`src/rtl/mult_wb_sched.sv`:
```
// mult_wb_sched
// -----------------------------------------------------------------------------
// Issue gate and writeback scheduler for the pipelined multiplier.
//  - Multiply issue is credit based: a slot is granted only if every op already
//    buffered or inside the multiplier, plus the new one, is sure of a FIFO slot.
//  - A MULT_LATENCY-bit shift register tracks which cycles expect a multiplier
//    result. Its popcount is the in-flight count.
//  - Multiplier results are buffered in a circular FIFO because the multiplier
//    cannot stall. They are merged onto the single ROB writeback port, and ALU
//    results always have priority.
//  - Flush (and reset) kill every in-flight and buffered multiply.
//
// Handshake: issueReq is a request-only signal. issueGrant is combinational in
// the same cycle, and the multiply is issued exactly in the cycles where
// issueReq & issueGrant. There is no backpressure on results. A multiplier
// result is valid whenever multOpcode != OPCODE_NOP, and an ALU result is valid
// whenever aluValid is high.
//
// Optional feature macro: MULT_WB_BYPASS_EN.
//  - Defined: an arrival that finds the FIFO empty and no ALU result goes
//    straight to writeback.
//  - Undefined: every arrival goes through the FIFO.
//
// Ports:
//  clk, rst                       clock, synchronous active-high reset
//  issueReq / issueGrant          multiply issue request / grant (comb)
//  flush                          ROB flush
//  multKill                       rst | flush, resets the multiplier stages
//  multOpcode/RobIdx/DstReg/ResL  multiplier output stage
//  aluValid/RobIdx/DstReg/Data    ALU result
//  wbValid/RobIdx/DstReg/Data     registered ROB writeback
//  wbFromMult                     registered; writeback came from the multiplier
//  fifoCount, inflight            buffered results / ops inside the multiplier
//  err                            sticky tracker mismatch or FIFO overflow
// -----------------------------------------------------------------------------
module mult_wb_sched #(
  parameter int ARCH_BITS    = 32,
  parameter int ROB_IDX_BITS = 5,
  parameter int REG_IDX_BITS = 5,
  parameter int MULT_LATENCY = 4,
  parameter int FIFO_DEPTH   = 4,
  parameter int OPCODE_BITS  = 4,
  parameter logic [OPCODE_BITS-1:0] OPCODE_NOP = '0,
  localparam int PTR_BITS = $clog2(FIFO_DEPTH),
  localparam int CNT_BITS = PTR_BITS + 1,
  localparam int INF_BITS = $clog2(MULT_LATENCY + 1) + 1
) (
  input  logic                    clk,
  input  logic                    rst,
  input  logic                    issueReq,
  output logic                    issueGrant,
  input  logic                    flush,
  output logic                    multKill,
  input  logic [OPCODE_BITS-1:0]  multOpcode,
  input  logic [ROB_IDX_BITS-1:0] multRobIdx,
  input  logic [REG_IDX_BITS-1:0] multDstReg,
  input  logic [ARCH_BITS-1:0]    multResL,
  input  logic                    aluValid,
  input  logic [ROB_IDX_BITS-1:0] aluRobIdx,
  input  logic [REG_IDX_BITS-1:0] aluDstReg,
  input  logic [ARCH_BITS-1:0]    aluData,
  output logic                    wbValid,
  output logic [ROB_IDX_BITS-1:0] wbRobIdx,
  output logic [REG_IDX_BITS-1:0] wbDstReg,
  output logic [ARCH_BITS-1:0]    wbData,
  output logic                    wbFromMult,
  output logic [CNT_BITS-1:0]     fifoCount,
  output logic [INF_BITS-1:0]     inflight,
  output logic                    err
);

  typedef struct packed {
    logic [ROB_IDX_BITS-1:0] rob;
    logic [REG_IDX_BITS-1:0] dst;
    logic [ARCH_BITS-1:0]    data;
  } ent_t;

  // State
  logic [MULT_LATENCY-1:0] track_q, track_d;
  logic [PTR_BITS-1:0]     rd_ptr_q, rd_ptr_d;
  logic [PTR_BITS-1:0]     wr_ptr_q, wr_ptr_d;
  logic [CNT_BITS-1:0]     count_q, count_d;
  ent_t                    mem_q [FIFO_DEPTH];
  logic                    wb_valid_q, wb_valid_d;
  logic                    wb_from_mult_q, wb_from_mult_d;
  ent_t                    wb_ent_q, wb_ent_d;
  logic                    err_q, err_d;

  // Combinational helpers
  logic [INF_BITS-1:0] inflight_c;
  logic                arrival;
  logic                expect_arr;
  logic                push;
  logic                pop;
  logic                push_ok;
  logic                overflow;
  ent_t                mult_ent;
  ent_t                alu_ent;

  assign arrival    = (multOpcode != OPCODE_NOP);
  assign expect_arr = track_q[MULT_LATENCY-1];
  assign mult_ent   = '{rob: multRobIdx, dst: multDstReg, data: multResL};
  assign alu_ent    = '{rob: aluRobIdx, dst: aluDstReg, data: aluData};
  assign multKill   = rst | flush;

  always_comb begin
    inflight_c = '0;
    for (int i = 0; i < MULT_LATENCY; i++) begin
      inflight_c = inflight_c + INF_BITS'(track_q[i]);
    end
  end

  // Everything already committed to the FIFO (buffered or still in the
  // multiplier) must leave room for the new op, so no arrival can overflow.
  assign issueGrant = issueReq & ~rst & ~flush &
                      ((32'(count_q) + 32'(inflight_c)) < 32'(FIFO_DEPTH));

  always_comb begin
    track_d        = (track_q << 1) | MULT_LATENCY'(issueGrant);
    wb_valid_d     = 1'b0;
    wb_from_mult_d = 1'b0;
    wb_ent_d       = wb_ent_q;
    push           = 1'b0;
    pop            = 1'b0;
    // Each expected slot must see exactly one arrival, and vice versa.
    err_d          = err_q | (arrival ^ expect_arr);

    if (aluValid) begin
      // ALU results are written back even in a flush cycle; the ROB filters them.
      wb_valid_d = 1'b1;
      wb_ent_d   = alu_ent;
      push       = arrival & ~flush;
    end else if (flush) begin
      // Buffered and arriving multiplies are dead; nothing is written back.
    end else if (count_q != '0) begin
      pop            = 1'b1;
      wb_valid_d     = 1'b1;
      wb_from_mult_d = 1'b1;
      wb_ent_d       = mem_q[rd_ptr_q];
      push           = arrival;
    end else if (arrival) begin
`ifdef MULT_WB_BYPASS_EN
      wb_valid_d     = 1'b1;
      wb_from_mult_d = 1'b1;
      wb_ent_d       = mult_ent;
`else
      push           = 1'b1;
`endif
    end

    // Push into a full FIFO is only legal if the head leaves the same cycle.
    overflow = push & ~pop & (count_q == CNT_BITS'(FIFO_DEPTH));
    push_ok  = push & ~overflow;
    if (overflow) begin
      err_d = 1'b1;
    end

    rd_ptr_d = pop ? rd_ptr_q + PTR_BITS'(1) : rd_ptr_q;
    wr_ptr_d = push_ok ? wr_ptr_q + PTR_BITS'(1) : wr_ptr_q;
    count_d  = count_q;
    if (push_ok && !pop) begin
      count_d = count_q + CNT_BITS'(1);
    end else if (!push_ok && pop) begin
      count_d = count_q - CNT_BITS'(1);
    end

    if (flush) begin
      track_d  = '0;
      rd_ptr_d = '0;
      wr_ptr_d = '0;
      count_d  = '0;
    end
  end

  always_ff @(posedge clk) begin
    if (rst) begin
      track_q        <= '0;
      rd_ptr_q       <= '0;
      wr_ptr_q       <= '0;
      count_q        <= '0;
      wb_valid_q     <= 1'b0;
      wb_from_mult_q <= 1'b0;
      wb_ent_q       <= '0;
      err_q          <= 1'b0;
    end else begin
      track_q        <= track_d;
      rd_ptr_q       <= rd_ptr_d;
      wr_ptr_q       <= wr_ptr_d;
      count_q        <= count_d;
      wb_valid_q     <= wb_valid_d;
      wb_from_mult_q <= wb_from_mult_d;
      wb_ent_q       <= wb_ent_d;
      err_q          <= err_d;
    end
  end

  // Storage needs no reset; the pointers and count define what is valid.
  // When the FIFO is full the write slot equals the read slot, and a same-cycle
  // push and pop reads the old head before it is overwritten.
  always_ff @(posedge clk) begin
    if (push_ok && !rst) begin
      mem_q[wr_ptr_q] <= mult_ent;
    end
  end

  assign wbValid    = wb_valid_q;
  assign wbFromMult = wb_from_mult_q;
  assign wbRobIdx   = wb_ent_q.rob;
  assign wbDstReg   = wb_ent_q.dst;
  assign wbData     = wb_ent_q.data;
  assign fifoCount  = count_q;
  assign inflight   = inflight_c;
  assign err        = err_q;

endmodule

```
`config.mk`:
```
export PLATFORM = sky130hd
export DESIGN_NAME = mult_wb_sched
export DESIGN_NICKNAME = d
export VERILOG_FILES = /design/src/rtl/mult_wb_sched.sv
export SDC_FILE = /design/constraint.sdc
export NUM_CORES = 1
export LEC_CHECK = 0
export ABC_CLOCK_PERIOD_IN_PS = 3900
export BUFFER_PORTS_ARGS = -buffer_cell sky130_fd_sc_hd__buf_4
export CORE_UTILIZATION = 45
export CTS_CLUSTER_DIAMETER = 80
export DETAILED_ROUTE_END_ITERATION = 10
export PLACE_DENSITY = 0.66
export SLEW_MARGIN = 25
export SYNTH_ARGS = -nofsm -noshare
export SYNTH_HDL_FRONTEND = slang
export SYNTH_SLANG_ARGS = --single-unit
```
`constraint.sdc`:
```
create_clock -name clk -period 3.9 [get_ports clk]
set_input_delay 0.975 -clock clk [delete_from_list [all_inputs] [get_ports clk]]
set_output_delay 0.975 -clock clk [all_outputs]
set_load 0.005 [all_outputs]
```
# After elaboration in Yosys (flattened, before gate mapping)
# Memory sizes are Yosys's and may differ from the RTL's. A register that Yosys moved wholly into a read port is not among the register bits.
# Index checks and enable logic that the tools add are counted.
# W data, S select, Z words.
dict set report word_totals {
  inputBits 93
  mem_count 1
  mem_bits_rw 168
  output_inout_bits 54
  register_bits 56
}
dict set report op_classes {
  n_addsub 8
  muxes 18
  n_reduce_logical 12
  n_lt_le_gt_ge 1
  eq_ne 2
  n_bitwise 15
}
# memory depth width rd rd_ports_with_merged_regs wr line
set mem_list {}
lappend mem_list {mem_q 4 42 1 1 1 83} ;# ent_t mem_q [FIFO_DEPTH];
# cell count
set ops {}
lappend ops {{$mux W42} 3}
lappend ops {{$mux W1} 11}
lappend ops {{$and A1 B1 Y1} 7}
lappend ops {{$mux W3} 2}
lappend ops {{$add A3 B4 Y5} 1}
lappend ops {{$lt A5 B3 Y1 const B} 1}
lappend ops {{$add A2 B1 Y2 const B} 2}
lappend ops {{$add A3 B1 Y4} 1}
lappend ops {{$mux W2} 2}
lappend ops {{$not A1 Y1} 4}
lappend ops {{$or A4 B1 Y4} 1}
lappend ops {{$reduce_bool A2 Y1} 2}
lappend ops {{$reduce_bool A4 Y1} 1}
lappend ops {{$add A2 B1 Y3} 1}
lappend ops {{$add A3 B1 Y3 const B} 1}
lappend ops {{$eq A3 B3 Y1 const B} 1}
lappend ops {{$logic_and A1 B1 Y1} 3}
lappend ops {{$logic_not A1 Y1} 3}
lappend ops {{$reduce_bool A3 Y1} 1}
lappend ops {{$sub A3 B1 Y3 const B} 1}
lappend ops {{$add A1 B1 Y2} 1}
lappend ops {{$ne A2 B1 Y1 const B} 1}
lappend ops {{$or A1 B1 Y1} 2}
lappend ops {{$reduce_and A2 Y1} 1}
lappend ops {{2 further kinds} 2}

# Logic depth before layout (Yosys ltp)
# Gate-level depths: netlist of the first run.
dict set report depth {
  depth_word 13
  mapped_depth 10
  depth_no_buf 8
}

# Worst setup path before layout of the first run
# OpenSTA, ideal clock, no wires.
dict set report synth_timing {
  path_type {register to output}
  start {reg track_q[0]}
  end {out issueGrant}
  arrival_ps 2351
  stages_incl_launch_ff 7
  setup_slack_ps 574
  required_ps 2925
  cell_sequence {dfxtp_1 > fa_1 > ha_1 > ha_1 > ha_1 > or4b_2 > a311oi_1}
}
dict set report synth_between {
  elab_chain_cells 6
}
# item line
set synth_rtl {}
lappend synth_rtl {{start: declaration} 79} ;# logic [MULT_LATENCY-1:0] track_q, track_d;
lappend synth_rtl {{start signal: assignment} 186} ;# track_q <= track_d;
lappend synth_rtl {{$add A1 B1 Y2} 109} ;# inflight_c = inflight_c + INF_BITS'(track_q[i]);
lappend synth_rtl {{$add A2 B1 Y3} 109}
lappend synth_rtl {{$add A3 B1 Y4} 109}
lappend synth_rtl {{via inflight[1]} 68} ;# output logic [INF_BITS-1:0] inflight,
lappend synth_rtl {{$add A3 B4 Y5} 116} ;# ((32'(count_q) + 32'(inflight_c)) < 32'(FIFO_DEPTH));
lappend synth_rtl {{$lt A5 B3 Y1} 116}
lappend synth_rtl {{$and A1 B1 Y1} 115} ;# assign issueGrant = issueReq & ~rst & ~flush &
lappend synth_rtl {{end: declaration} 51} ;# output logic issueGrant,
# The timed path passes the listed nets, and every way through them passes these cells.

# Worst setup path after layout of the first run
dict set report layout_timing {
  start {reg track_q[3]}
  end {out issueGrant}
}
dict set report layout_between {
  elab_chain_cells 4
}
# item line
set layout_rtl {}
lappend layout_rtl {{$add A3 B1 Y4} 109}
lappend layout_rtl {{$add A3 B4 Y5} 116}
lappend layout_rtl {{$lt A5 B3 Y1} 116}
lappend layout_rtl {{$and A1 B1 Y1} 115}
# No other way between the ends.

==> results of run 1 <==
==> timing repair <==
item                                    CTS  global route
endpoints found under the setup margin    1             1
hold endpoints to repair                  0             0
pin swaps                                 0             4
gates resized for setup                   3             5
buffers inserted                          0             1
==> cell families (layout without fill, tap and decap cells) <==
family	Yosys count	after routing	share of synthesized area, %
DFF	226	226	70.5
and+or+nand+nor	103	103	5.44
AOI/OAI and AO/OA	81	81	7.76
muxes	47	47	11.6
buffers and inverters	47	207	2.77
adders and majority gates	11	11	1.73
xor gates and xnor gates	2	2	0.199
other	1	1	0.0426
==> flip-flops by register name, indices dropped and copies added (netlist names), named ones only <==
name / cells
fifoCount: 3
rd_ptr_q: 2
err: 1
track_q: 4
wbFromMult: 1
wbRobIdx: 5
wr_ptr_q: 2
wbData: 32
wbValid: 1
mem_q: 168
wbDstReg: 5
==> stage by stage <==
step	hold slack, ns	std cells	util, %	total power (W)
3_3_place_gp	0.455	896	53.6	0.00316
2_1_floorplan	0.437	518	-	0.00295
6_report	0.479	938	58.2	0.00545
5_1_grt	0.492	938	58.2	0.00563
4_1_cts	0.487	937	58.0	0.00549
3_5_place_dp	0.470	896	53.7	0.00318
==> path summary, 6_finish.rpt <==
path | startpoint | end | slack [ns] | cells past startpoint
worst max-delay path | track_q[3] | issueGrant | 0.10 | 7
worst min-delay path | track_q[0] | track_q[1] | 0.48 | 1
worst max register to register | fifoCount[0] | fifoCount[2] | 1.12 | 9
worst min register to register | track_q[0] | track_q[1] | 0.48 | 1
==> per-layer routing <==
metal  wire length (microns)  GRT usage (%)
met3                    1170           3.31
met1                    7990           25.6
met2                   10100           35.0
met5                       0              0
met4                     279           5.21
==> cell type report <==
type / count / area [sq um] / share of cell area (%)
flip-flops and latches: 226 / 6220 / 56.4
multi-input cells: 245 / 2410 / 21.8
repair buffers: 159 / 1240 / 11.3
clock buffers: 26 / 597 / 5.41
well taps: 260 / 325 / 2.95
clock inverters: 15 / 213 / 1.93
inverters: 7 / 26.3 / 0.238
==> cells in the mapped netlist (all sizes together), types with 3 or more instances <==
cell type,n
edfxtp,168
nand2,63
dfxtp,58
mux4,42
a211oi,31
a311oi,31
clkbuf,26
buf,14
a221o,13
and3,13
ha,9
and2,7
inv,6
mux2i,5
nor2,5
nor3,4
or3,3
==> placed cells by master (no fill, tap or decap), drive strengths merged, types with 7 or more instances in the layout <==
cell	count
a211oi	31
a221o	13
a311oi	31
and2	7
and3	13
buf	159
clkbuf	26
dfxtp	58
edfxtp	168
ha	9
mux4	42
nand2	63
==> power by group through the flow <==
stage / clock network (W) / logic, W / registers [W]
5_1_grt: 0.00246 / 0.000463 / 0.00271
4_1_cts: 0.00236 / 0.000429 / 0.00270
6_report: 0.00232 / 0.000425 / 0.00270
3_3_place_gp: 0 / 0.000410 / 0.00275
3_5_place_dp: 0 / 0.000426 / 0.00275
2_1_floorplan: 0 / 0.000202 / 0.00275
==> results.yml, run 1 <==
floorplanning:
  die_x_microns: 142
  pin_count: 147
  core_sq_um: 19000
  die_h_microns: 142
  std_cell_rows: 50
  initial_core_util_pct: 46.5
  dieArea_sq_um: 20100
setup_path:
  crit_type: "flip-flop to primary output"
  crit_path_cell_trace: "fa_1, ha_2, ha_4, ha_2, or4b_4, a311oi_2, buf_4"
  cpMaxStageDelayCell: "fa_1"
  cp_data_required_time_ns: 2.92
  cp.arrival_ns: 2.82
  worst-path-buf-inv: 1
  cp-end-kind: "primary output"
  cp_top_family: "adder cells"
  crit_path_frequent_cell: "ha_2"
  critPathMaxStageDelay_ns: 0.55
  cp-start-kind: "flip-flop"
  cp_max_fo: 2
synth:
  synth_area_sq_um: 8810
  synth_nets: 622
  synth_top_area_cell: "edfxtp_1"
  synth_ff_type: "edfxtp_1"
  async_flop_share_pct: 0
  synthCells: 518
  yosysWarnings: 0
  synth-edff-count: 168
  yosysUniqueCellTypes: 38
  synth_area_leaders: "edfxtp_1 57%, dfxtp_1 13%, mux4_2 8.9%"
  synth_seq_cells: 226
  seq_area_frac_synth_pct: 70.5
  yosys.area.top_type_share_pct: 57.3
  syn_area_per_cell_sq_um: 17.0
hold_path:
  min_path_type: "flip-flop to flip-flop"
clock_network:
  clock-sinks: 226
  cts_buffers: 23
  cts_hold_buf: 0
  root_buffer: "clkbuf_16"
  cts_max_level: 1
  clock_latency_ns: 0.50
  cts_buffer_depth: 3
  cts_tree: "done"
  clkTransAtPathRegs_ns: 0.06
power:
  clkPwrFrac_pct: 42.6
  p_leak_nw: 3.98
  p_comb_share_pct: 7.8
  seq_power_share_pct: 49.6
  power_switching_w: 0.00115
  vdd_drop_max_mv: 0.276
  p_per_area_nw_per_um2: 494
  sw_frac_of_total_pct: 21.0
  p_int_w: 0.00431
drt:
  wirelength_microns: 19500
  ant_nets: 0
  drtIter0Drc: 372
  drc: 0
  num_vias: 5251
  dr.pass1.iters: 5
  wl_per_cell_microns: 20.8
  viasPerCell: 5.60
cells_and_area:
  fin_area_sq_um: 11000
  area_growth_pct: 25.2
  layout.nets: 766
  nFillCells: 1482
  drive_above_1_share_pct: 37.0
  n_antenna_cell: 0
sta:
  fin_setup_tns_ns: 0
  fin_ws_ns: 0.101
  tightest_slew_ns: 0.887
  finalSetupViolations: 0
  min_period_over_period_pct: 97.4
  clock_skew_ns: 0.00807
  period_needed_ns: 3.80
  rsz0062_at_grt: "false"
  slew_violations: 0
  hold_violations: 0
  slew_headroom_pct: 40.6
  fmax_mhz: 263
status:
  status: "complete, no violations"
global_route:
  grt_pass1_vias: 5573
  grt_overflow: 0
  antenna_found_initial: 0
  grt_max_degree: 45
  grt_usage_pct: 19.9
  grt_pass1_wl_microns: 30400
place:
  place_hpwl_microns: 12300
  place.port_buffers: 145
  place.gp.congestion: 0.747
  placed_area_sq_um: 10200
  preCtsSetupSlack_ns: 0.397
job:
  maxCapViolations: 0
(Power assumes the default switching activity.)
==> run 2: changes to the inputs <==
- ABC_CLOCK_PERIOD_IN_PS: 3900 -> 4200
- clock period: 3.9 -> 4.2 ns (I/O delays scaled with it)
==> results.yml, run 2 (synthesized netlist as in run 1, its figures left out) <==
setup_path:
  cp_top_family: "adder cells"
  timing.rr.start: "fifoCount[0]"
  cp-start-kind: "flip-flop"
  worst-path-buf-inv: 1
  crit_type: "flip-flop to primary output"
  crit_path_frequent_cell: "ha_1"
  cpMaxStageDelayCell: "or4b_2"
  cp-end-kind: "primary output"
  critPathMaxStageDelay_ns: 0.69
  crit_start: "track_q[3]"
  cp_max_fo: 3
  crit_path_cell_trace: "fa_1, ha_1, ha_1, ha_1, or4b_2, a311oi_2, buf_4"
  cp.arrival_ns: 3.01
  cp_data_required_time_ns: 3.15
drt:
  wirelength_microns: 19200
  wl_per_cell_microns: 20.5
  drtIter0Drc: 303
  num_vias: 5209
  viasPerCell: 5.57
  dr.pass1.iters: 5
  drc: 0
  ant_nets: 0
sta:
  clock_skew_ns: 0.0258
  fmax_mhz: 246
  tightest_slew_ns: 0.961
  min_period_over_period_pct: 96.6
  period_needed_ns: 4.06
  slew_violations: 0
  slew_headroom_pct: 35.7
  hold_violations: 0
  finalSetupViolations: 0
  hold-worst-slack_ns: 0.483
cells_and_area:
  largest_reg_flops: 168
  top_register: "mem_q"
  final_util_pct: 57.6
  mostFrequentLayoutCells: "168 x edfxtp_1, 155 x buf_4, 63 x nand2_1"
  layout.nets: 763
  multi_input_area_sq_um: 2370
  register_area_sq_um: 6210
  area_growth_pct: 23.9
  n_antenna_cell: 0
  drive_above_1_share_pct: 35.7
  final_common_cell: "edfxtp_1"
  nFillCells: 1510
  fin_area_sq_um: 10900
clock_network:
  cts_tree: "done"
  clock-sinks: 226
  clock_latency_ns: 0.51
  cts_buffer_depth: 3
  root_buffer: "clkbuf_16"
  cts_resized: 0
  cts_buffers: 23
  postCtsSetupRepairBufs: 0
  clkTransAtPathRegs_ns: 0.06
  cts_hold_buf: 0
  cts_max_level: 1
floorplanning:
  dieArea_sq_um: 20100
  std_cell_rows: 50
  die_x_microns: 142
  initial_core_util_pct: 46.5
  pin_count: 147
  die_h_microns: 142
  core_sq_um: 19000
hold_path:
  min_path_type: "flip-flop to flip-flop"
  hold_start: "wbData[12]"
place:
  place_hpwl_microns: 11900
  place.gp.congestion: 0.817
  placed_area_sq_um: 10100
  place.port_buffers: 145
global_route:
  grt_max_degree: 63
  grt_pass1_vias: 5389
  grt_overflow: 0
  grt_pass1_wl_microns: 29200
  grt_usage_pct: 19.3
  antenna_found_initial: 0
power:
  p_per_area_nw_per_um2: 456
  p_leak_nw: 3.97
  vdd_drop_max_mv: 0.248
status:
  status: "complete, no violations"
job:
  maxCapViolations: 0
## run 2: path summary, 6_finish.rpt
check                                     to  slack [ns]  depth (start not counted)
worst min register to register    wbData[12]        0.48                          1
worst max register to register  fifoCount[2]        1.16                          8
worst min-delay path              wbData[12]        0.48                          1
worst max-delay path              issueGrant        0.14                          7
## run 2: per-stage QoR
step	cells	worst slack [ns]	TNS, ns	total power, W
2_1_floorplan	518	0.799	0	0.00274
6_report	935	0.143	0	0.00498
5_1_grt	935	-0.00481	-0.00481	0.00514
3_5_place_dp	894	0.655	0	0.00294
4_1_cts	935	0.124	0	0.00502
3_3_place_gp	894	0.688	0	0.00293
## run 2: per-layer routing
metal	wire length [microns]	global-route usage [%]
met1	7760	25.0
met2	9940	33.9
met3	1090	3.00
met4	364	4.87
met5	0	0
## run 2: power by group
| part | switching (W) | internal (W) | total (W) | leakage [nW] |
|---|---|---|---|---|
| logic | 0.000195 | 0.000191 | 0.000386 | 1.57 |
| clock network | 0.000808 | 0.00128 | 0.00208 | 0.390 |
| registers | 0.0000405 | 0.00247 | 0.00251 | 2.01 |
| total | 0.00104 | 0.00394 | 0.00498 | 3.97 |
## run 2: worst register-to-register path, stage by stage, from the launching register on
cell and delay [ns]:
dfxtp_1 0.41, or3_2 0.92, nand3_1 0.37, ha_1 0.23
inv_1 0.06, fa_1 0.37, xor2_1 0.15, or3_1 0.30
a21oi_1 0.17
## run 2: cell type report
class	instances	area share, %
inverters	7	0.241
well taps	260	2.98
repair buffers	156	10.8
multi-input cells	245	21.8
clock buffers	30	5.97
clock inverters	11	1.24
flip-flops and latches	226	56.9
==> run 3: changes to the inputs <==
- CORE_ASPECT_RATIO: unset -> 0.8
==> results.yml, run 3 (synthesized netlist as in run 1, its figures left out) <==
floorplanning:
  die_x_microns: 158
  core_sq_um: 19100
  std_cell_rows: 45
  pin_count: 147
  initial_core_util_pct: 46.1
  die_h_microns: 127
  dieArea_sq_um: 20100
clock_network:
  cts_buffer_depth: 3
  cts_max_level: 1
  clock-sinks: 226
  cts_buffers: 23
  cts_resized: 0
  cts_tree: "done"
  cts_hold_buf: 0
  root_buffer: "clkbuf_16"
  clkTransAtPathRegs_ns: 0.06
  postCtsSetupRepairBufs: 0
  clock_latency_ns: 0.49
cells_and_area:
  final_common_cell: "edfxtp_1"
  mostFrequentLayoutCells: "168 x edfxtp_1, 154 x buf_4, 63 x nand2_1"
  layout.nets: 764
  layoutNonFillerInstCount: 934
  n_antenna_cell: 0
  nFillCells: 1470
  multi_input_area_sq_um: 2380
  drive_above_1_share_pct: 34.9
  fin_area_sq_um: 10900
  top_register: "mem_q"
  area_growth_pct: 23.4
  register_area_sq_um: 6210
  largest_reg_flops: 168
setup_path:
  cp-end-kind: "primary output"
  critPathMaxStageDelay_ns: 0.68
  cp.arrival_ns: 2.99
  crit_path_frequent_cell: "ha_1"
  cpMaxStageDelayCell: "or4b_2"
  cp_data_required_time_ns: 3.15
  cp_max_fo: 3
  ff2ff_setup_slack_ns: 1.69
  crit_path_cell_trace: "fa_1, ha_1, ha_1, ha_1, or4b_2, a311oi_1, buf_4"
  crit_type: "flip-flop to primary output"
  cp-start-kind: "flip-flop"
global_route:
  grt_usage_pct: 20.1
  grt_pass1_wl_microns: 30500
  use_met1_pct: 29.1
  grt.busiest_layer: "met2"
  met2_usage_pct: 32.1
  antenna_found_initial: 0
  grt_overflow: 0
  grt_pass1_vias: 5415
  grtUsageMet3_pct: 3.80
  grt_max_degree: 63
sta:
  fmax_mhz: 247
  finalSetupViolations: 0
  min_period_over_period_pct: 96.3
  hold_violations: 0
  fin_ws_ns: 0.156
  slew_violations: 0
  clock_skew_ns: 0.0123
  fin_setup_tns_ns: 0
  period_needed_ns: 4.04
  slew_headroom_pct: 37.1
  tightest_slew_ns: 0.939
  rsz0062_at_grt: "false"
drt:
  viasPerCell: 5.56
  ant_nets: 0
  dr.pass1.iters: 4
  drc: 0
  drtIter0Drc: 356
  num_vias: 5197
  wl_per_cell_microns: 20.8
  wirelength_microns: 19400
place:
  placed_area_sq_um: 10200
  dp.cells: 893
  preCtsSetupSlack_ns: 0.635
  place_hpwl_microns: 12100
  place.gp.congestion: 0.771
  place.port_buffers: 145
power:
  p_leak_nw: 3.95
  p_per_area_nw_per_um2: 445
  vdd_drop_max_mv: 0.230
status:
  status: "complete, no violations"
hold_path:
  min_path_type: "flip-flop to flip-flop"
job:
  maxCapViolations: 0
[run 3: cell types whose count changed in the layout (fill, tap and decap cells not counted), moves of 2 or more]
cell      previous run  this run
clkbuf_1             2         8
clkbuf_8             5         1
buf_12               1         3
clkinv_2             5         7
[run 3: worst max-delay path: cells and delay by family, from the launching register on]
kind | cells | cell delay [ns]
adder cells (fa/ha/maj) | 4 | 1.10
AND/OR/NAND/NOR | 1 | 0.68
flip-flops | 1 | 0.37
AO/OA/AOI/OAI | 1 | 0.21
buffers and inverters | 1 | 0.15
[run 3: path summary, 6_finish.rpt]
kind | startpoint | to | cells after the start
setup / recovery | track_q[3] | issueGrant | 7
setup reg to reg | fifoCount[0] | fifoCount[2] | 8
hold / removal | wbDstReg[0] | wbDstReg[0] | 1
hold reg to reg | wbDstReg[0] | wbDstReg[0] | 1
[run 3: cell type report]
class	count	share of cell area (%)
clock inverter	9	0.875
multi-input combinational	245	21.9
tap	258	2.97
inverter	7	0.242
sequential	226	57.2
timing repair buffer	157	11.2
clock buffer	32	5.70
[run 3: where the power goes]
group | switching, W | total (W) | internal (W)
Clock | 0.000784 | 0.00194 | 0.00115
Combinational | 0.000197 | 0.000391 | 0.000194
Sequential | 0.0000404 | 0.00251 | 0.00247
[run 3: routing by layer]
layer / part of all wire (%) / wire [microns] / up-vias
met5: 0 / 0 / -
met3: 7.0 / 1350 / 18
met4: 1.1 / 223 / 0
met1: 45 / 8790 / 2627
met2: 47 / 9070 / 179
li1: - / - / 2373
[run 3: through the flow]
stage | total power (W) | hold slack [ns] | util, %
after floorplan | 0.00274 | 0.437 | -
after global placement | 0.00293 | 0.460 | 53.2
after detailed placement | 0.00295 | 0.472 | 53.2
after CTS | 0.00488 | 0.491 | 56.9
after global routing | 0.00502 | 0.503 | 56.9
final | 0.00484 | 0.486 | 56.9
